File: src/rtl/dbg_probe_scanner.sv
// dbg_probe_scanner: round-robin debug display scanner over NCH probe words with dwell, hold/step, rewind and tagging
//   clk, rstn (async, active-low)       clock and reset
//   probe_i [NCH*DW]                    probe words, channel k at [k*DW +: DW]
//   en, hold, step, rewind              scan enable, freeze, single-step (rising edge under hold), return to channel 0
//   tag_en                              replace the top TAGW bits with channel number + 1
//   snap                                snapshot request (only with DBG_SNAPSHOT_EN)
//   data_o, ch_o, valid_o, wrap_o       display word, current channel, new-channel pulse, wrap pulse
// Optional build macro DBG_SNAPSHOT_EN: shadow bank so one sweep shows probe values from a single instant.
module dbg_probe_scanner #(
  parameter int NCH   = 8,
  parameter int DW    = 32,
  parameter int TAGW  = 4,
  parameter int DWELL = 33554432
) (
  input  logic                    clk,
  input  logic                    rstn,
  input  logic [NCH*DW-1:0]       probe_i,
  input  logic                    en,
  input  logic                    hold,
  input  logic                    step,
  input  logic                    rewind,
  input  logic                    tag_en,
  input  logic                    snap,
  output logic [DW-1:0]           data_o,
  output logic [$clog2(NCH)-1:0]  ch_o,
  output logic                    valid_o,
  output logic                    wrap_o
);
  localparam int CW  = $clog2(NCH);
  localparam int DCW = DWELL > 1 ? $clog2(DWELL) : 1;
  logic [DCW-1:0]    dcnt, dcnt_n;
  logic [CW-1:0]     ch_n, ch_inc, dch;
  logic              step_q, step_edge, last, wrap_n, load;
  logic [NCH*DW-1:0] src;
  logic [DW-1:0]     w, word;
  always_comb begin
    step_edge = step & ~step_q;
    last      = ch_o == CW'(NCH - 1);
    ch_inc    = last ? '0 : ch_o + CW'(1);
    dcnt_n    = dcnt;
    ch_n      = ch_o;
    wrap_n    = 1'b0;
    if (rewind) begin
      dcnt_n = '0;
      ch_n   = '0;
    end else if (en && hold && step_edge) begin
      dcnt_n = '0;
      ch_n   = ch_inc;
      wrap_n = last;
    end else if (en && !hold) begin
      dcnt_n = dcnt == DCW'(DWELL - 1) ? '0 : dcnt + DCW'(1);
      ch_n   = dcnt == DCW'(DWELL - 1) ? ch_inc : ch_o;
      wrap_n = dcnt == DCW'(DWELL - 1) && last;
    end
  end
  // dch is the channel data_o currently shows; a mismatch forces one load even while frozen
  assign load = (en & ~hold) | (ch_o != dch);
  assign w    = src[int'(ch_o) * DW +: DW];
  assign word = tag_en ? {TAGW'(ch_o) + TAGW'(1), w[DW-TAGW-1:0]} : w;
  always_ff @(posedge clk or negedge rstn) begin
    if (!rstn) begin
      dcnt    <= '0;
      ch_o    <= '0;
      dch     <= '0;
      step_q  <= 1'b0;
      data_o  <= '0;
      valid_o <= 1'b0;
      wrap_o  <= 1'b0;
    end else begin
      step_q  <= step;
      dcnt    <= dcnt_n;
      ch_o    <= ch_n;
      wrap_o  <= wrap_n;
      valid_o <= ch_o != dch;
      if (load) begin
        data_o <= word;
        dch    <= ch_o;
      end
    end
  end
`ifdef DBG_SNAPSHOT_EN
  logic [NCH*DW-1:0] bank;
  logic              snap_q, primed, cap;
  assign cap = en & (rewind | wrap_n | (snap & ~snap_q) | ~primed);
  always_ff @(posedge clk or negedge rstn) begin
    if (!rstn) begin
      bank   <= '0;
      snap_q <= 1'b0;
      primed <= 1'b0;
    end else begin
      snap_q <= snap;
      if (en) primed <= 1'b1;
      if (cap) bank <= probe_i;
    end
  end
  assign src = bank;
`else
  logic unused_snap;
  assign unused_snap = snap;
  assign src = probe_i;
`endif
endmodule

File: config.mk
export PLATFORM = sky130hd
export DESIGN_NAME = dbg_probe_scanner
export DESIGN_NICKNAME = d
export VERILOG_FILES = /design/src/rtl/dbg_probe_scanner.sv
export SDC_FILE = /design/constraint.sdc
export NUM_CORES = 1
export LEC_CHECK = 0
export CAP_MARGIN = 30
export CORE_AREA = 2 2 117 119
export DETAILED_ROUTE_END_ITERATION = 8
export DIE_AREA = 0 0 119 121
export PLACE_DENSITY_LB_ADDON = 0.12
export SYNTH_ARGS = -nofsm -noshare
export SYNTH_HDL_FRONTEND = slang
export SYNTH_SLANG_ARGS = --single-unit
File: constraint.sdc
create_clock -name clk -period 2.43 [get_ports clk]
set_input_delay 0.729 -clock clk [delete_from_list [all_inputs] [get_ports clk]]
set_output_delay 0.729 -clock clk [all_outputs]
set_load 0.05 [all_outputs]
Yosys cells after proc, flatten, opt, wreduce, memory -nomap -nowiden
Cells that the tools add are included.
W data, S select, Z words.
{"block": "word_totals", "reg_bits": 66, "input_bits": 264, "output_inout_bits": 37, "wordCells": 40}
{"block": "op_classes", "addsub": 3, "n_eq_ne": 3, "n_shift": 1, "muxes": 13, "n_bitwise": 5, "n_reduce_logical": 8}
{"operator": "$shiftx A256 B9 Y32", "count": 1}
{"operator": "$mux W25", "count": 4}
{"operator": "$mux W32", "count": 1}
{"operator": "$add A25 B1 Y25 const B", "count": 1}
{"operator": "$eq A25 B25 Y1 const B", "count": 1}
{"operator": "$mux W3", "count": 5}
{"operator": "$reduce_bool A3 Y1", "count": 2}
{"operator": "$add A3 B1 Y4 const B", "count": 1}
{"operator": "$logic_and A1 B1 Y1", "count": 4}
{"operator": "$add A3 B1 Y3 const B", "count": 1}
{"operator": "$eq A3 B3 Y1 const B", "count": 1}
{"operator": "$mux W1", "count": 3}
{"operator": "$ne A3 B3 Y1", "count": 1}
{"operator": "$and A1 B1 Y1", "count": 2}
{"operator": "$not A1 Y1", "count": 2}
{"operator": "$reduce_and A2 Y1", "count": 1}
{"operator": "$logic_not A1 Y1", "count": 1}
{"operator": "$or A1 B1 Y1", "count": 1}

Longest topological paths before layout
Gate-level depths: netlist of run 1.
{"block": "depth", "word_depth": 6, "ltp_mapped": 7, "mapped_depth_nobuf": 5}

Worst setup path after synthesis of run 1
OpenSTA, ideal clock, no wires.
{"block": "synth_path", "path_type": "register to register", "from": "register ch_o[0]", "to": "register data_o[27]", "setup_time_ps": 136, "arrival_ps": 2221, "required_time_ps": 2294, "slack_ps": 73, "path_stages_with_launch": 7, "n_path_buf": 3, "synth_period_minus_slack_ps": 2357, "cell_sequence": "dfrtp_1 > buf_2 > buf_2 > buf_1 > mux4_2 > mux2i_1 > o21ai_0"}
{"block": "synth_between", "elab_chain_cells": 2, "word_cells_on_any_way": 4, "cone_classes": "eq/ne: 1; shift: 1; mux: 1; bitwise: 1"}
{"item": "from (decl)", "line": "25", "source": "output logic [$clog2(NCH)-1:0] ch_o,"}
{"item": "from (signal assigned)", "line": "72", "source": "ch_o <= ch_n;"}
{"item": "$shiftx A256 B9 Y32 / $ne A3 B3 Y1 (equally long branches)", "line": "58, 57"}
{"item": "$mux W32 / $or A1 B1 Y1 (equally long branches)", "line": "59, 57"}
{"item": "to (signal assigned)", "line": "76", "source": "data_o <= word;"}
{"item": "to (decl)", "line": "24", "source": "output logic [DW-1:0] data_o,"}
Parallel ways exist; a longest one is shown, timed or not.
A chain may end at the register's enable or synchronous reset.

Worst setup path in the final report of run 1
{"block": "layout_path", "from": "register data_o[15]", "to": "output port data_o[15]"}
No word-level cell between the ends.

==> results of run 1 <==
[cell usage in the layout (no fill, tap or decap), types with 4 or more instances in the layout]
cell type	Yosys	final
clkdlybuf4s50_1	0	292
mux4_2	63	63
dfrtp_1	66	63
o21ai_0	43	43
nand2_1	40	40
mux2i_1	31	31
buf_4	1	19
a21oi_1	17	17
o31ai_1	14	14
or4_1	13	13
nand3_1	11	11
buf_12	0	10
clkbuf_16	0	9
inv_1	7	7
nand4_1	6	6
nor2_1	6	6
and3_1	4	4
nand2b_1	4	4
or2_2	4	4
o211ai_1	4	4
nor3_1	4	4
mux2_2	4	4
[power breakdown]
group	leakage [nW]	internal (mW)	switching [mW]
Clock	0.133	0.714	0.458
Combinational	2.09	1.44	1.80
Sequential	0.845	1.39	0.239
Total	3.07	3.55	2.50
[area by class of cell]
class                   instances  area, sq um  share of cell area [%]
clock inverters                 3         15.0                   0.177
flip-flops and latches         66         1660                    19.6
inverters                       7         26.3                   0.310
repair buffers                322         3270                    38.6
multi-input cells             310         3040                    35.8
clock buffers                  13          250                    2.95
well taps                     176          220                    2.60
[per-layer routing]
layer / up-vias / part of all wire, % / routed length, um
met3: 20 / 8.9 / 1680
li1: 2267 / - / -
met1: 2453 / 37 / 6970
met5: - / 0.053 / 10
met4: 2 / 1.6 / 307
met2: 188 / 53 / 9920
[worst max-delay path by stage]
stage                     startpoint         end
after global placement          step    dcnt[19]
after global routing      data_o[15]  data_o[15]
after floorplan              ch_o[0]  data_o[27]
final                     data_o[15]  data_o[15]
after detailed placement        step    dcnt[19]
after CTS                 data_o[15]  data_o[15]
[cell families after synthesis]
group                    synth area share [%]
AO/OA/AOI/OAI                            11.7
XOR/XNOR                                0.897
adder cells (fa/ha/maj)                 0.769
buffers and inverters                    4.12
flip-flops                               33.8
multiplexers                             36.3
AND/OR/NAND/NOR                          12.4
[flip-flops by register name, summed over array words and instances, names as in the netlist]
name,flops
step_q,1
dch,3
data_o,32
ch_o,3
dcnt,25
wrap_o,1
valid_o,1
[repair_timing]
action	in CTS	in global routing
setup buffers	0	0
resized for setup	0	1
setup endpoints to repair	0	1
[through the flow]
step	instances	area, sq um	TNS, ps	setup slack [ps]
detailed placement	881	8210	-1920	-205
global route	897	8480	0	92.3
floorplan	420	4880	0	72.6
finish	897	8480	0	111
CTS	897	8470	0	112
global placement	881	8210	-1260	-156
==> reports/qor.csv, run 1 <==
metric,value,unit
status,completed,
Synth area leader,dfrtp_1,
Detailed Routing Iterations Pass 1,4,
initial antenna violation count,1,
final WL,18900,um
DRC,0,
post-synthesis register bit count,66,
GR Util met2,45.7,%
Pwr Density,714,nW/um^2
met1 Use GR,31.7,%
die width,119,um
# hold bufs at CTS,0,
busiest grt layer,met2,
clk_skew,6.38,ps
"Distinct cells, synth",50,
GRT Util Overall,25.8,%
# port buffers,299,
WS Path Type,reg2out,
Inserted Clock Buffers,9,
met3 Resource Use GR,6.67,%
Row Count,42,
Tcrit/Tclk final,95.4,%
fin util,64.8,%
minimum clock period after layout,2320,ps
DR iter-0 viols,284,
Worst-Margin Slew,616,ps
Mapped Cells,420,
RSZ-0062 raised after global routing,false,
Area contributors post-synth,"dfrtp_1 (34%), mux4_2 (29%), mux2i_1 (6.4%)",
crit path DAT,1590,ps
Die Ht,121,um
area growth from synthesis to layout,73.5,%
static leakage,3.07,nW
Stages on worst setup path,1,
"EDFF count, synth",0,
final hold slack,395,ps
crit path cell chain,clkdlybuf4s50_1,
"Slew Viols, Final",0,
CTS tree,done,
Worst VDD drop,0.000313,V
clock-pin slew on the worst setup and hold paths,50,ps
share of cells above drive strength 1,17.5,%
Worst EP required,1700,ps
total grt overflow,0,
Starting Density,37.3,%
sequential share of the synthesized area,33.8,%
Final ANT Viol Nets,0,
largest net degree at the start of global routing,33,
Max-cap violations,0,
Worst R2R Path Depth,4,
Yosys warnings,0,
Worst-Skew Late Latency,320,ps
die area,14400,sq um
"Max FO, Critical Path",2,
WP buf/inv,1,
HPWL after DPL,15600,um
Post-synth top cells,"dfrtp_1 (66), mux4_2 (63), o21ai_0 (43)",
syn_nets,687,
final net count,983,
max frequency,0.431,GHz
io pins,301,
clock sink count,66,
Design Power,6.05,mW
antenna cell count,0,
H-tree levels,3,
DR WL/cell,21.1,um
vias in the first global route,5179,
"slowest stage delay, CP",850,ps
Slew HR,58.8,%
"Largest delay share family, worst path",buffers and inverters,
Final Wtd Congestion,0.843,
Filler Cell Count,1053,
Reg2Reg Launch Point,dcnt[3],
crit path max-delay cell type,clkdlybuf4s50_1,
Min-Delay Path Class,in2async,
Root Driver,clkbuf_16,
Worst setup SP type,flip-flop,
Syn Area/Cell,11.6,sq um
CORE AREA,13100,sq um
synthesized cell area,4880,sq um
"reg-to-reg slack, setup",270,ps
CP endpoint kind,output port,
"count leader, synth",dfrtp_1,
worst-case clock buffer depth,2,
Synth Flop Type,dfrtp_1,
first-pass GRT wire length,28200,um
Synth top area share,33.8,%
asr flop ratio synth,100,%
via count,4930,
final hold vios,0,
worst reg2reg path endpoint,ch_o[1],
final setup violation count,0,
vias per inst,5.50,
Note: power is estimated with default switching activity, not from simulation.
==> run 2, diff against run 1 <==
- PLACE_DENSITY: default -> 0.81
- PLACE_DENSITY_LB_ADDON: 0.12 -> default
- RECOVER_POWER: default -> 100
==> reports/qor.csv, run 2 (synthesized netlist as in run 1, its figures left out) <==
metric,value,unit
Design Power,6.02,mW
die area,14400,sq um
vias in the first global route,5398,
Worst VDD drop,0.000403,V
"Slew Viols, Final",0,
Final Wtd Congestion,0.883,
WP buf/inv,1,
first-pass GRT wire length,29300,um
total grt overflow,0,
vias per inst,5.61,
Worst EP required,1700,ps
GRT Util Overall,26.7,%
Pwr Density,710,nW/um^2
Final ANT Viol Nets,0,
clk_skew,4.92,ps
RSZ-0062 raised after global routing,false,
Post-CTS Setup Inserts,0,
Filler Cell Count,982,
"slowest stage delay, CP",900,ps
Worst R2R Path Depth,5,
Stages on worst setup path,1,
placed instance area,8230,sq um
HPWL after DPL,15700,um
WS Path Type,reg2out,
Reg2Reg Launch Point,dcnt[12],
Worst-Margin Slew,1090,ps
Tcrit/Tclk final,96.1,%
final net count,988,
crit path max-delay cell type,dlygate4sd3_1,
H-tree levels,3,
CP endpoint kind,output port,
CORE AREA,13100,sq um
worst-case clock buffer depth,2,
final setup violation count,0,
crit path launch,data_o[18],
"reg-to-reg slack, setup",200,ps
DP Cell Count,886,
Non-Filler Instances,902,
most frequent cells in the layout,"clkdlybuf4s50_1 (259), dfrtp_1 (65), mux4_2 (63)",
PnR worst setup slack,93.8,ps
CTS tree,done,
Setup TNS,0,ps
initial antenna violation count,2,
die width,119,um
Max-cap violations,0,
"Largest delay share family, worst path",buffers and inverters,
number of flip-flops in the largest register,32,
Min-Delay Path Class,reg2reg,
share of cells above drive strength 1,17.0,%
Row Count,42,
clock sink count,66,
"Max FO, Critical Path",2,
DRC,0,
via count,5057,
Worst-Skew Late Latency,330,ps
status,completed,
Inserted Clock Buffers,9,
static leakage,3.12,nW
crit path to,data_o[18],
# port buffers,299,
Detailed Routing Iterations Pass 1,5,
Slew HR,27.5,%
crit path DAT,1610,ps
"commonest non-fill, non-tap cell in the layout",clkdlybuf4s50_1,
post-layout instance area,8480,sq um
Die Ht,121,um
Starting Density,37.3,%
max frequency,0.428,GHz
worst reg2reg path endpoint,ch_o[2],
top flop regs,"data_o x32, dcnt x25",
Root Driver,clkbuf_16,
crit path cell chain,dlygate4sd3_1,
final WL,19200,um
clock-pin slew on the worst setup and hold paths,50,ps
Reg with most FFs,data_o,
# hold bufs at CTS,0,
final hold vios,0,
minimum clock period after layout,2340,ps
largest net degree at the start of global routing,34,
DR iter-0 viols,290,
Worst setup SP type,flip-flop,
final hold slack,474,ps
Resized cells post-CTS,0,
DR WL/cell,21.2,um
fin util,64.8,%
pre-CTS WS,-129,ps
io pins,301,
area growth from synthesis to layout,73.6,%
run 2: cell count changes in the layout (fill, tap and decap cells not counted), sizes merged, moves of 2 or more:
cell and delta:
diode +2, buf -4, clkbuf +3, dlygate4sd3 +36
clkdlybuf4s50 -33
run 2: cell type report:
cell class	count	area (sq um)	area share [%]
Sequential cell	66	1660	19.5
Clock inverter	3	40.0	0.472
Tap cell	176	220	2.60
Inverter	7	26.3	0.310
Antenna cell	2	5.00	0.0590
Multi-Input combinational cell	310	3030	35.8
Clock buffer	11	253	2.98
Timing Repair Buffer	327	3250	38.3
run 2: routing by layer:
layer | GRT usage (%) | part of all wire, %
met5 | 0 | 0
met4 | 8.11 | 2.2
met3 | 5.78 | 6.9
met2 | 46.9 | 53
met1 | 33.0 | 38
run 2: worst register-to-register path, cell delays in order (launching register included):
cell,delay [ps]
dfrtp_1,470
nand4_2,210
or4_4,630
o31ai_4,360
buf_4,300
o32ai_1,140
run 2: worst min path at each step:
stage / slack (ps) / start / cells past startpoint / to
final: 470 / data_o[9] / 2 / data_o[9]
after global routing: 500 / data_o[25] / 2 / data_o[25]
after CTS: 360 / rstn / 1 / data_o[26]
after detailed placement: 470 / data_o[28] / 1 / data_o[28]
after global placement: 460 / data_o[13] / 2 / data_o[13]
after floorplan: 430 / rstn / 0 / ch_o[0]
run 2: power by group:
| group | switching, mW | internal, mW | total, mW |
|---|---|---|---|
| registers | 0.217 | 1.39 | 1.61 |
| clock network | 0.447 | 0.834 | 1.28 |
| logic | 1.80 | 1.33 | 3.13 |
